### src/rtl/pong_pkg.sv
// rtl/pong_pkg.sv - shared pong match types, widths and winner encodings
package pong_pkg;

    localparam int SCORE_W = 4;
    localparam int ROW_W   = 5;

    localparam logic [1:0] WIN_NONE = 2'b00;
    localparam logic [1:0] WIN_P1   = 2'b01;
    localparam logic [1:0] WIN_P2   = 2'b10;

    typedef enum logic [2:0] {
        IDLE,
        SERVE_WAIT,
        PLAY,
        POINT,
        OVER
    } match_state_t;

    // Scores saturate at 15 rather than wrapping back to zero.
    function automatic logic [SCORE_W-1:0] sat_inc(input logic [SCORE_W-1:0] s);
        return (s == '1) ? s : s + SCORE_W'(1);
    endfunction

endpackage

### src/rtl/rise_detect.sv
// rtl/rise_detect.sv - one-register rising-edge detector
module rise_detect (
    input  logic clk,
    input  logic reset,
    input  logic d,
    output logic rise
);

    logic prev_q;
    logic prev_d;

    always_comb begin
        prev_d = d;
    end

    always_ff @(posedge clk) begin
        if (!reset) begin
            prev_q <= 1'b0;
        end else begin
            prev_q <= prev_d;
        end
    end

    assign rise = d & ~prev_q;

endmodule

### src/rtl/match_ctrl.sv
// rtl/match_ctrl.sv - pong match FSM and scores; PONG_WIN_BY_TWO_EN selects win-by-two
module match_ctrl
    import pong_pkg::*;
#(
    parameter int WIN_SCORE   = 9,
    parameter int SERVE_DELAY = 1500
) (
    input  logic               clk,
    input  logic               reset,
    input  logic               start,
    input  logic               out_left,
    input  logic               out_right,
    input  logic [ROW_W-1:0]   entropy,
    output logic [SCORE_W-1:0] score_p1,
    output logic [SCORE_W-1:0] score_p2,
    output logic               serve,
    output logic [ROW_W-1:0]   serve_y,
    output logic               serve_dir,
    output logic               play,
    output logic               game_over,
    output logic [1:0]         winner
);

    localparam int                 CNT_W = (SERVE_DELAY > 1) ? $clog2(SERVE_DELAY) : 1;
    localparam logic [CNT_W-1:0]   LOAD  = CNT_W'(SERVE_DELAY - 1);
    localparam logic [SCORE_W-1:0] WIN_S = SCORE_W'(WIN_SCORE);

    logic start_rise;
    logic left_rise;
    logic right_rise;

    rise_detect u_rd_start (.clk(clk), .reset(reset), .d(start),     .rise(start_rise));
    rise_detect u_rd_left  (.clk(clk), .reset(reset), .d(out_left),  .rise(left_rise));
    rise_detect u_rd_right (.clk(clk), .reset(reset), .d(out_right), .rise(right_rise));

    match_state_t       state_q, state_d;
    logic [CNT_W-1:0]   cnt_q, cnt_d;
    logic [SCORE_W-1:0] p1_q, p1_d, p2_q, p2_d;
    logic               serve_q, serve_d;
    logic [ROW_W-1:0]   serve_y_q, serve_y_d;
    logic               dir_q, dir_d;
    logic               play_q, play_d;
    logic               over_q, over_d;
    logic [1:0]         winner_q, winner_d;

    logic [SCORE_W-1:0] p1_new, p2_new, new_s, opp_s;
    logic               scorer_p1;
    logic               win;

    // The serve direction was just pointed at the loser, so it also names the scorer.
    always_comb begin
        p1_new    = sat_inc(p1_q);
        p2_new    = sat_inc(p2_q);
        scorer_p1 = dir_q;
        new_s     = scorer_p1 ? p1_new : p2_new;
        opp_s     = scorer_p1 ? p2_q : p1_q;
`ifdef PONG_WIN_BY_TWO_EN
        win = (new_s == '1) ||
              ((new_s >= WIN_S) && ({1'b0, new_s} >= ({1'b0, opp_s} + 5'd2)));
`else
        win = (new_s == WIN_S);
`endif
    end

    always_comb begin
        state_d   = state_q;
        cnt_d     = cnt_q;
        p1_d      = p1_q;
        p2_d      = p2_q;
        serve_d   = 1'b0;
        serve_y_d = serve_y_q;
        dir_d     = dir_q;
        winner_d  = winner_q;

        case (state_q)
            IDLE: begin
                if (start_rise) begin
                    p1_d    = '0;
                    p2_d    = '0;
                    cnt_d   = LOAD;
                    state_d = SERVE_WAIT;
                end
            end
            SERVE_WAIT: begin
                if (cnt_q == '0) begin
                    serve_d   = 1'b1;
                    serve_y_d = entropy;
                    state_d   = PLAY;
                end else begin
                    cnt_d = cnt_q - CNT_W'(1);
                end
            end
            PLAY: begin
                if (left_rise && right_rise) begin
                    cnt_d   = LOAD;
                    state_d = SERVE_WAIT;
                end else if (left_rise) begin
                    dir_d   = 1'b0;
                    state_d = POINT;
                end else if (right_rise) begin
                    dir_d   = 1'b1;
                    state_d = POINT;
                end
            end
            POINT: begin
                if (scorer_p1) begin
                    p1_d = p1_new;
                end else begin
                    p2_d = p2_new;
                end
                if (win) begin
                    winner_d = scorer_p1 ? WIN_P1 : WIN_P2;
                    state_d  = OVER;
                end else begin
                    cnt_d   = LOAD;
                    state_d = SERVE_WAIT;
                end
            end
            OVER: begin
                if (start_rise) begin
                    p1_d     = '0;
                    p2_d     = '0;
                    winner_d = WIN_NONE;
                    dir_d    = 1'b1;
                    cnt_d    = LOAD;
                    state_d  = SERVE_WAIT;
                end
            end
            default: state_d = IDLE;
        endcase

        play_d = (state_d == PLAY);
        over_d = (state_d == OVER);
    end

    always_ff @(posedge clk) begin
        if (!reset) begin
            state_q   <= IDLE;
            cnt_q     <= '0;
            p1_q      <= '0;
            p2_q      <= '0;
            serve_q   <= 1'b0;
            serve_y_q <= '0;
            dir_q     <= 1'b1;
            play_q    <= 1'b0;
            over_q    <= 1'b0;
            winner_q  <= WIN_NONE;
        end else begin
            state_q   <= state_d;
            cnt_q     <= cnt_d;
            p1_q      <= p1_d;
            p2_q      <= p2_d;
            serve_q   <= serve_d;
            serve_y_q <= serve_y_d;
            dir_q     <= dir_d;
            play_q    <= play_d;
            over_q    <= over_d;
            winner_q  <= winner_d;
        end
    end

    assign score_p1  = p1_q;
    assign score_p2  = p2_q;
    assign serve     = serve_q;
    assign serve_y   = serve_y_q;
    assign serve_dir = dir_q;
    assign play      = play_q;
    assign game_over = over_q;
    assign winner    = winner_q;

endmodule

### config.mk
export PLATFORM = sky130hd
export DESIGN_NAME = match_ctrl
export DESIGN_NICKNAME = d
export VERILOG_FILES = /design/src/rtl/pong_pkg.sv /design/src/rtl/rise_detect.sv /design/src/rtl/match_ctrl.sv
export SDC_FILE = /design/constraint.sdc
export NUM_CORES = 1
export LEC_CHECK = 0
export CAP_MARGIN = 20
export CORE_MARGIN = 5
export CORE_UTILIZATION = 53
export CTS_BUF_LIST = sky130_fd_sc_hd__clkbuf_16
export CTS_CLUSTER_DIAMETER = 50
export CTS_CLUSTER_SIZE = 8
export DETAILED_ROUTE_END_ITERATION = 8
export PLACE_DENSITY_LB_ADDON = 0.05
export SETUP_SLACK_MARGIN = 0.02
export SLEW_MARGIN = 20
export SYNTH_ARGS = -nofsm -noshare
export SYNTH_HDL_FRONTEND = slang
export SYNTH_HIERARCHICAL = 1
export SYNTH_SLANG_ARGS = --single-unit
### constraint.sdc
create_clock -name clk -period 2.2 [get_ports clk]
set_input_delay 0.44 -clock clk [delete_from_list [all_inputs] [get_ports clk]]
set_output_delay 0.44 -clock clk [all_outputs]
set_load 0.01 [all_outputs]
==> results.md, run 1 <==
* Status: completed
* Fin crit period at between 1500 and 2000 ps
* Clock tree buffer depth at 2
* Synth-to-Final Area Change at 24.3%
* CTS tree: yes
* Die height at a little under 70 um
* Post-synth top area share at between 30% and 40%
* Post-synthesis cell count at 210
* Met3 routed WL at 153 um
* Worst path slowest cell: or4b_1
* Top Metal Used: met4
* Pins Over Slew Limit at 0
* H-tree depth at 2
* Met1 Routed Length at roughly 1800 um
* RSZ-0062 raised after global routing: false
* Seq/Total Area, Yosys at between 30% and 40%
* # setup viols final at 0
* Mean post-synth cell area at 8.90 sq um
* IR drop worst, VDD at between 0.0005 and 0.0006 V
* Number of flops mapped to enable cells by yosys at 0
* PD cells at 749 nW/um^2
* Final Power at between 1.5 and 2 mW
* Vias in the first global route at between 1500 and 2000
* Final Net Count at between 200 and 300
* Clock sinks at 36
* Switch share at between 20% and 30%
* Worst Path Arrival at 2150 ps
* Routed vias/inst at between 5 and 6
* Share of cells above drive strength 1 at a little over a tenth
* Metal2 WL at ~2200 um
* Commonest non-fill, non-tap cell in the layout: dfxtp_1
* Part of the cycle the worst path needs at approximately 90%
* Pre-antenna DRT Iters at 4
* Worst-Margin Slew at approximately 440 ps
* CTS buffer count at 5
* Hold_buf cts at 0
* Port-buffer cells at 28
* # fillers at between 200 and 300
* ANT cells at 0
* Crit-path max cell delay at about 470 ps
* Area leader, netlist: dfxtp_1
* Synthesized Nets at roughly 220
* Initial DRC Count at between 100 and 150
* Static leakage power at a little under 0.9 nW
* Total GRT Usage at approximately a fifth
* Clk_skew at 4.69 ps
* #FFs+latches synth at 36
* NetSw at 480 uW
* Clock power share at 37.0%
* Max-cap viol count at 0
* DP HPWL at ~3000 um
* Via count at about 1700
* CORE AREA at ~3400 sq um
* Worst path cell trace: inv_1 -> ha_1 -> nor3b_2 -> and2_1 -> a21o_4 -> or4b_1 -> o221ai_1
* Row count at 21
* Register share of total power at 44.0%
* Hold Slack at roughly 480 ps
* Crit start category: register
* Final wirelength at between 4000 and 5000 um
* Wire per inst at roughly 15 um
* Antenna viol nets, final at 0
* Worst setup EP type: register
* Die width at about 70 um
* First-pass GRT wire length at about 7500 um
* Placer Congestion at ~0.86
* HP Class: register to register
* Worst-path clk slew at ~50 ps
* Share of async-settable or async-resettable flops after synthesis at 0%
* Commonest cells after routing, fill and taps aside: 36 x dfxtp_1, 28 x clkdlybuf4s50_1, 21 x nor2_1
* Slew margin rel. at around 70%
* Final hold vios at 0
* Netlist Area Pre-Place at between 1500 and 2000 sq um
* CP required at between 2000 and 2500 ps
* Setup TNS at 0 ps
* Post-synth cell types at 53
* Die Area at between 4000 and 5000 sq um
* Clk_lat worst skew at 270 ps
* Clock root buffer master: clkbuf_16
* Antenna violations before repair at 0
* Top FF cell, synth: dfxtp_1
* Total gr overflow at 0
* Largest net degree at the start of global routing at 23
* Power Internal at 1.26 mW
* Peak Freq at 511 MHz
* Combinational share of power at a little under a fifth
* Critical Path Fanout Max at 6
* Top cells by area, synth: dfxtp_1 39%, mux2i_1 5.4%, nor2_1 4.2%, nand2_1 4.0%, nand3_1 2.9%
* Initial Util at between 50% and 60%
* Synthesis Warnings at 6
* I/O pin total at 29
* Setup CP Type: register to register
* DR DRC count at 0
-- worst paths after layout --
kind	startpoint	endpoint	slack [ps]	cells after the start
max	cnt_q[0]	cnt_q[9]	240	7
min	winner[1]	winner[1]	480	2
max reg2reg	cnt_q[0]	cnt_q[9]	240	7
min reg2reg	winner[1]	winner[1]	480	2
-- repair_timing --
action	in CTS	in global routing
gates resized for setup	0	2
setup endpoints to repair	0	7
setup buffers	0	0
-- sequential cells by signal, summed over array words and instances, names as in the netlist --
register,count
cnt_q,11
game_over,1
play,1
score_p1,4
score_p2,4
serve,1
serve_dir,1
serve_y,5
state_q,3
u_rd_left/prev_q,1
u_rd_right/prev_q,1
u_rd_start/prev_q,1
winner,2
-- final cells by class --
type	count	area (sq um)	share of cell area, %
Multi-Input combinational cell	161	1090	47.0
Tap cell	46	57.6	2.48
Inverter	4	15.0	0.647
Sequential cell	36	721	31.0
Timing Repair Buffer	31	303	13.0
Clock buffer	5	125	5.39
Clock inverter	2	8.76	0.377
-- per-stage QoR --
stage               utilization, %  instances  area, sq um  setup WS (ps)
global placement              64.9        278         2180            101
finish                        69.0        285         2320            241
detailed placement            64.9        278         2180           77.0
global route                  69.0        285         2320           95.9
floorplan                        -        210         1870            361
CTS                           68.9        285         2320            121
-- power groups by stage --
| stage | sequential, mW | clock (mW) | combinational [mW] |
|---|---|---|---|
| finish | 0.766 | 0.644 | 0.329 |
| global route | 0.775 | 0.693 | 0.364 |
| CTS | 0.763 | 0.664 | 0.326 |
| detailed placement | 0.777 | 0 | 0.322 |
| global placement | 0.773 | 0 | 0.314 |
| floorplan | 0.759 | 0 | 0.258 |
-- critical path, delay by kind of cell (launching register included) --
kind                     cells  cell delay [ps]
buffers and inverters        1               60
AO/OA/AOI/OAI                2              330
AND/OR/NAND/NOR              3              890
flip-flops                   1              380
adder cells (fa/ha/maj)      1              220
-- cells in the mapped netlist (all sizes together) (5+ instances only) --
cell,instances
nor3,8
o21ai,5
dfxtp,36
nand3,11
buf,5
a21oi,9
nand2,20
mux2i,10
nor2b,8
and2,5
nor2,22
-- logic make-up after synthesis --
family	share of synthesized area, %
DFF	38.6
adders and majority gates	2.01
AOI/OAI and AO/OA	17.1
muxes	6.56
buffers and inverters	3.21
and+or+nand+nor	32.5
-- per-layer routing --
layer  vias up  GRT usage [%]
li1        833              -
met1       807           20.7
met2        35           33.8
met3         8           5.22
met4         0           7.59
met5         -              0
(Power assumes the default switching activity.)
==> run 2, diff against run 1 <==
--- a/config.mk
+++ b/config.mk
@@ -6,7 +6,6 @@
 export NUM_CORES = 1
 export LEC_CHECK = 0
 export CAP_MARGIN = 20
-export CORE_MARGIN = 5
 export CORE_UTILIZATION = 53
 export CTS_BUF_LIST = sky130_fd_sc_hd__clkbuf_16
 export CTS_CLUSTER_DIAMETER = 50
==> results.md, run 2 (synthesis gave the netlist of run 1 again) <==
* Setup CP Type: register to register
* Port-buffer cells at 28
* Die width at roughly 61 um
* Worst path cell trace: ha_1 -> o21ai_0 -> o2bb2ai_1 -> o2111a_1 -> nor2_2 -> o221a_2
* Total GRT Usage at 25.3%
* Status: completed
* Die height at roughly 61 um
* Final wirelength at 4210 um
* Reg2Reg Depth at 6
* Static leakage power at between 0.8 and 0.9 nW
* First-pass GRT wire length at 6910 um
* # Post-CTS Setup Buffers at 0
* Hold_buf cts at 0
* HP Class: register to register
* Worst path slowest cell: dfxtp_1
* Clk_lat worst skew at between 200 and 300 ps
* Buf/Inv on CP at 0
* Worst hold endpoint: winner[1]
* Reg-to-Reg Start: score_p1[0]
* Total gr overflow at 0
* Register area at 721 sq um
* RSZ-0062 raised after global routing: false
* Slew margin rel. at between 60% and 70%
* Worst-path clk slew at around 50 ps
* FF-to-FF setup slack at around 200 ps
* Pre-antenna DRT Iters at 5
* Final hold vios at 0
* DP HPWL at 3070 um
* Peak Freq at roughly 500 MHz
* CTS tree: yes
* Placed cell area at approximately 2200 sq um
* Clock root buffer master: clkbuf_16
* Row count at 21
* Worst Path Arrival at 2220 ps
* Commonest non-fill, non-tap cell in the layout: dfxtp_1
* Clock sinks at 36
* Largest net degree at the start of global routing at 23
* PostCTS Resize Cnt at 0
* Multi-input gate area at between 1000 and 1500 sq um
* Max reg flops at 11
* Final Net Count at 255
* Clk_skew at roughly 4.1 ps
* Hold Slack at roughly 480 ps
* Crit-path max cell delay at about 440 ps
* Crit path max-delay family: compound AO/OA/AOI/OAI gates
* PD cells at roughly 750 nW/um^2
* H-tree depth at 2
* Commonest cells after routing, fill and taps aside: 36 x dfxtp_1, 28 x clkdlybuf4s50_1, 21 x nor2_1
* Clock tree buffer depth at 2
* Worst hold path depth at 2
* I/O pin total at 29
* Antenna violations before repair at 0
* Placer Congestion at between 0.7 and 0.8
* Worst-Margin Slew at around 500 ps
* Crit start category: register
* Setup TNS at 0 ps
* Routed vias/inst at approximately 5.9
* CTS buffer count at 5
* Vias in the first global route at between 1500 and 2000
* Wire per inst at approximately 15 um
* Initial DRC Count at around 90
* Final Power at between 1.5 and 2 mW
* Die Area at 3770 sq um
* Pins Over Slew Limit at 0
* Antenna viol nets, final at 0
* Max-cap viol count at 0
* Top reg by flops: cnt_q
* Synth-to-Final Area Change at 25.2%
* # fillers at around 280
* Fin crit period at 2000 ps
* Share of cells above drive strength 1 at a little under an eighth
* DR DRC count at 0
* Worst R2R End: cnt_q[1]
* Worst setup EP type: register
* Hold_sp: winner[1]
* Critical Path Fanout Max at 9
* IR drop worst, VDD at between 0.0006 and 0.0007 V
* Post-route cell area at roughly 2300 sq um
* # setup viols final at 0
* Part of the cycle the worst path needs at approximately nine tenths
* CP required at 2420 ps
* Initial Util at a little under three fifths
* Via count at 1706
* ANT cells at 0
* CORE AREA at approximately 3400 sq um
## run 2: worst max path at each step
stage / slack (ps) / end / cells after the start / from
final: 200 / cnt_q[1] / 6 / score_p1[0]
after global routing: 30 / cnt_q[9] / 6 / score_p1[0]
after CTS: 180 / cnt_q[2] / 6 / score_p1[0]
after detailed placement: 40 / cnt_q[2] / 7 / out_left
after global placement: 110 / cnt_q[2] / 7 / out_left
after floorplan: 360 / cnt_q[5] / 8 / cnt_q[0]
## run 2: layout make-up
class                           count  share of cell area, %
Multi-Input combinational cell    161                   46.5
Sequential cell                    36                   30.8
Timing Repair Buffer               34                   13.9
Clock buffer                        5                   5.35
Tap cell                           46                   2.46
Inverter                            4                  0.642
Clock inverter                      2                  0.321
## run 2: layer usage
layer | share of wire, % | up-vias | GRT usage, %
li1 | - | 837 | -
met1 | 44 | 821 | 29.1
met2 | 50 | 39 | 44.4
met3 | 3.7 | 9 | 6.09
met4 | 1.8 | 0 | 11.7
met5 | 0 | - | 0
## run 2: tightest hold or removal path, cell delays in order, from the launching register on
cell	delay, ps
dfxtp_1	300
nand3_1	60
mux2i_1	70
## run 2: metrics by stage
stage          setup WS (ps)  utilization [%]  cells
2_1_floorplan            361                -    210
3_3_place_gp             108             65.6    281
3_5_place_dp            40.3             65.6    281
4_1_cts                  183             69.5    288
5_1_grt                 31.3             69.5    288
6_report                 200             69.5    288
## run 2: power by group
part           switching [mW]  internal, mW  total, mW
sequential             0.0619         0.703      0.765
clock                   0.245         0.404      0.649
combinational           0.182         0.152      0.335
==> run 3, diff against run 2 <==
--- a/config.mk
+++ b/config.mk
@@ -6,6 +6,7 @@
 export NUM_CORES = 1
 export LEC_CHECK = 0
 export CAP_MARGIN = 20
+export CORE_MARGIN = 4
 export CORE_UTILIZATION = 53
 export CTS_BUF_LIST = sky130_fd_sc_hd__clkbuf_16
 export CTS_CLUSTER_DIAMETER = 50
@@ -18,3 +19,4 @@
 export SYNTH_HDL_FRONTEND = slang
 export SYNTH_HIERARCHICAL = 1
 export SYNTH_SLANG_ARGS = --single-unit
+export TNS_END_PERCENT = 5
==> results.md, run 3 (synthesis gave the netlist of run 1 again) <==
* Status: completed
* Worst hold path depth at 2
* ANT cells at 0
* Final hold vios at 0
* Static leakage power at around 0.88 nW
* Final wirelength at approximately 4300 um
* Initial DRC Count at 88
* Pins Over Slew Limit at 0
* Clock sinks at 36
* Final Net Count at 252
* Worst hold endpoint: winner[1]
* DP HPWL at 3090 um
* # fillers at just over 300
* Die height at 67.4 um
* Antenna viol nets, final at 0
* Synth-to-Final Area Change at 24.2%
* Antenna violations before repair at 0
* DR DRC count at 0
* Commonest non-fill, non-tap cell in the layout: dfxtp_1
* Placed cell area at approximately 2200 sq um
* H-tree depth at 2
* Vias in the first global route at around 1600
* Routed vias/inst at around 6
* Top reg by flops: cnt_q
* Crit start category: register
* Register area at between 700 and 800 sq um
* Setup ws final at 204 ps
* Share of cells above drive strength 1 at about a tenth
* Clk_skew at 1.80 ps
* FF-to-FF setup slack at slightly above 200 ps
* Slew margin rel. at between 70% and 80%
* Die width at 67.4 um
* PD cells at approximately 750 nW/um^2
* Critical Path Fanout Max at 9
* Clk_lat worst skew at 280 ps
* Clock tree buffer depth at 2
* HP Class: register to register
* Total GRT Usage at 21.1%
* CP required at 2370 ps
* First-pass GRT wire length at 7270 um
* # setup viols final at 0
* Worst setup EP type: register
* Part of the cycle the worst path needs at just over 90%
* Total gr overflow at 0
* Clock root buffer master: clkbuf_16
* CORE AREA at about 3400 sq um
* Hold_sp: winner[1]
* CTS buffer count at 5
* Pre-CTS setup slack at between 30 and 40 ps
* Setup TNS at 0 ps
* Worst-Margin Slew at 421 ps
* Wire per inst at roughly 15 um
* I/O pin total at 29
* Post-route cell area at between 2000 and 2500 sq um
* Max-cap viol count at 0
* Reg2Reg Depth at 6
* Worst Path Arrival at about 2200 ps
* Max reg flops at 11
* Peak Freq at 501 MHz
* Worst-path clk slew at about 50 ps
* Util after Layout at 69.0%
* Crit path launch: score_p2[0]
* Setup CP Type: register to register
* IR drop worst, VDD at 0.000478 V
* Pre-antenna DRT Iters at 5
* Largest net degree at the start of global routing at 23
* Placer Congestion at 0.852
* CTS tree: yes
* Multi-input gate area at 1090 sq um
* Fin crit period at 2000 ps
* RSZ-0062 raised after global routing: false
* Hold Slack at about 480 ps
* Initial Util at a little under three fifths
* Die Area at 4540 sq um
* Commonest cells after routing, fill and taps aside: 36 x dfxtp_1, 28 x clkdlybuf4s50_1, 21 x nor2_1
* Via count at 1699
* Row count at 21
* Worst R2R End: cnt_q[1]
* Port-buffer cells at 28
* Reg-to-Reg Start: score_p2[0]
## run 3: critical path, cell delays in order, from the launching register on
cell and delay [ps]:
dfxtp_1 420, ha_1 280, nor4_1 260, or2b_1 290, o221ai_2 270, nor2_4 120
o221a_2 250
## run 3: final cells by class
| cell class | count | share of cell area (%) |
|---|---|---|
| clock inverters | 2 | 0.323 |
| clock buffers | 5 | 5.39 |
| multi-input cells | 161 | 47.1 |
| repair buffers | 31 | 13.0 |
| flip-flops and latches | 36 | 31.1 |
| well taps | 46 | 2.48 |
| inverters | 4 | 0.647 |
## run 3: worst max path at each step
| stage | to | slack, ps | depth (start not counted) |
|---|---|---|---|
| 6_report | cnt_q[1] | 200 | 6 |
| 3_5_place_dp | cnt_q[9] | 40 | 7 |
| 4_1_cts | winner[0] | 100 | 6 |
| 5_1_grt | winner[0] | 80 | 6 |
| 2_1_floorplan | cnt_q[5] | 360 | 8 |
| 3_3_place_gp | cnt_q[9] | 110 | 7 |
## run 3: report_power, final
group / internal, mW / switching [mW] / leakage [nW]
Clock: 0.404 / 0.241 / 0.0648
Combinational: 0.151 / 0.183 / 0.519
Sequential: 0.704 / 0.0639 / 0.294
Total: 1.26 / 0.488 / 0.877
## run 3: timing repair
item                       in CTS  in global routing
setup buffers                   0                  0
hold buffers                    0                  0
setup endpoints to repair       0                  8
resized for setup               0                  2
## run 3: routing by layer
layer | vias to the layer above | global-route usage, % | part of all wire [%]
met5 | - | 0 | 0
met4 | 0 | 11.4 | 3.3
met3 | 18 | 5.49 | 5.4
met2 | 65 | 36.9 | 52
met1 | 781 | 23.1 | 39
li1 | 835 | - | -
## run 3: per-stage QoR
stage / cells / total power, mW
5_1_grt: 285 / 1.84
2_1_floorplan: 210 / 1.02
6_report: 285 / 1.75
3_5_place_dp: 278 / 1.10
4_1_cts: 285 / 1.76
3_3_place_gp: 278 / 1.09
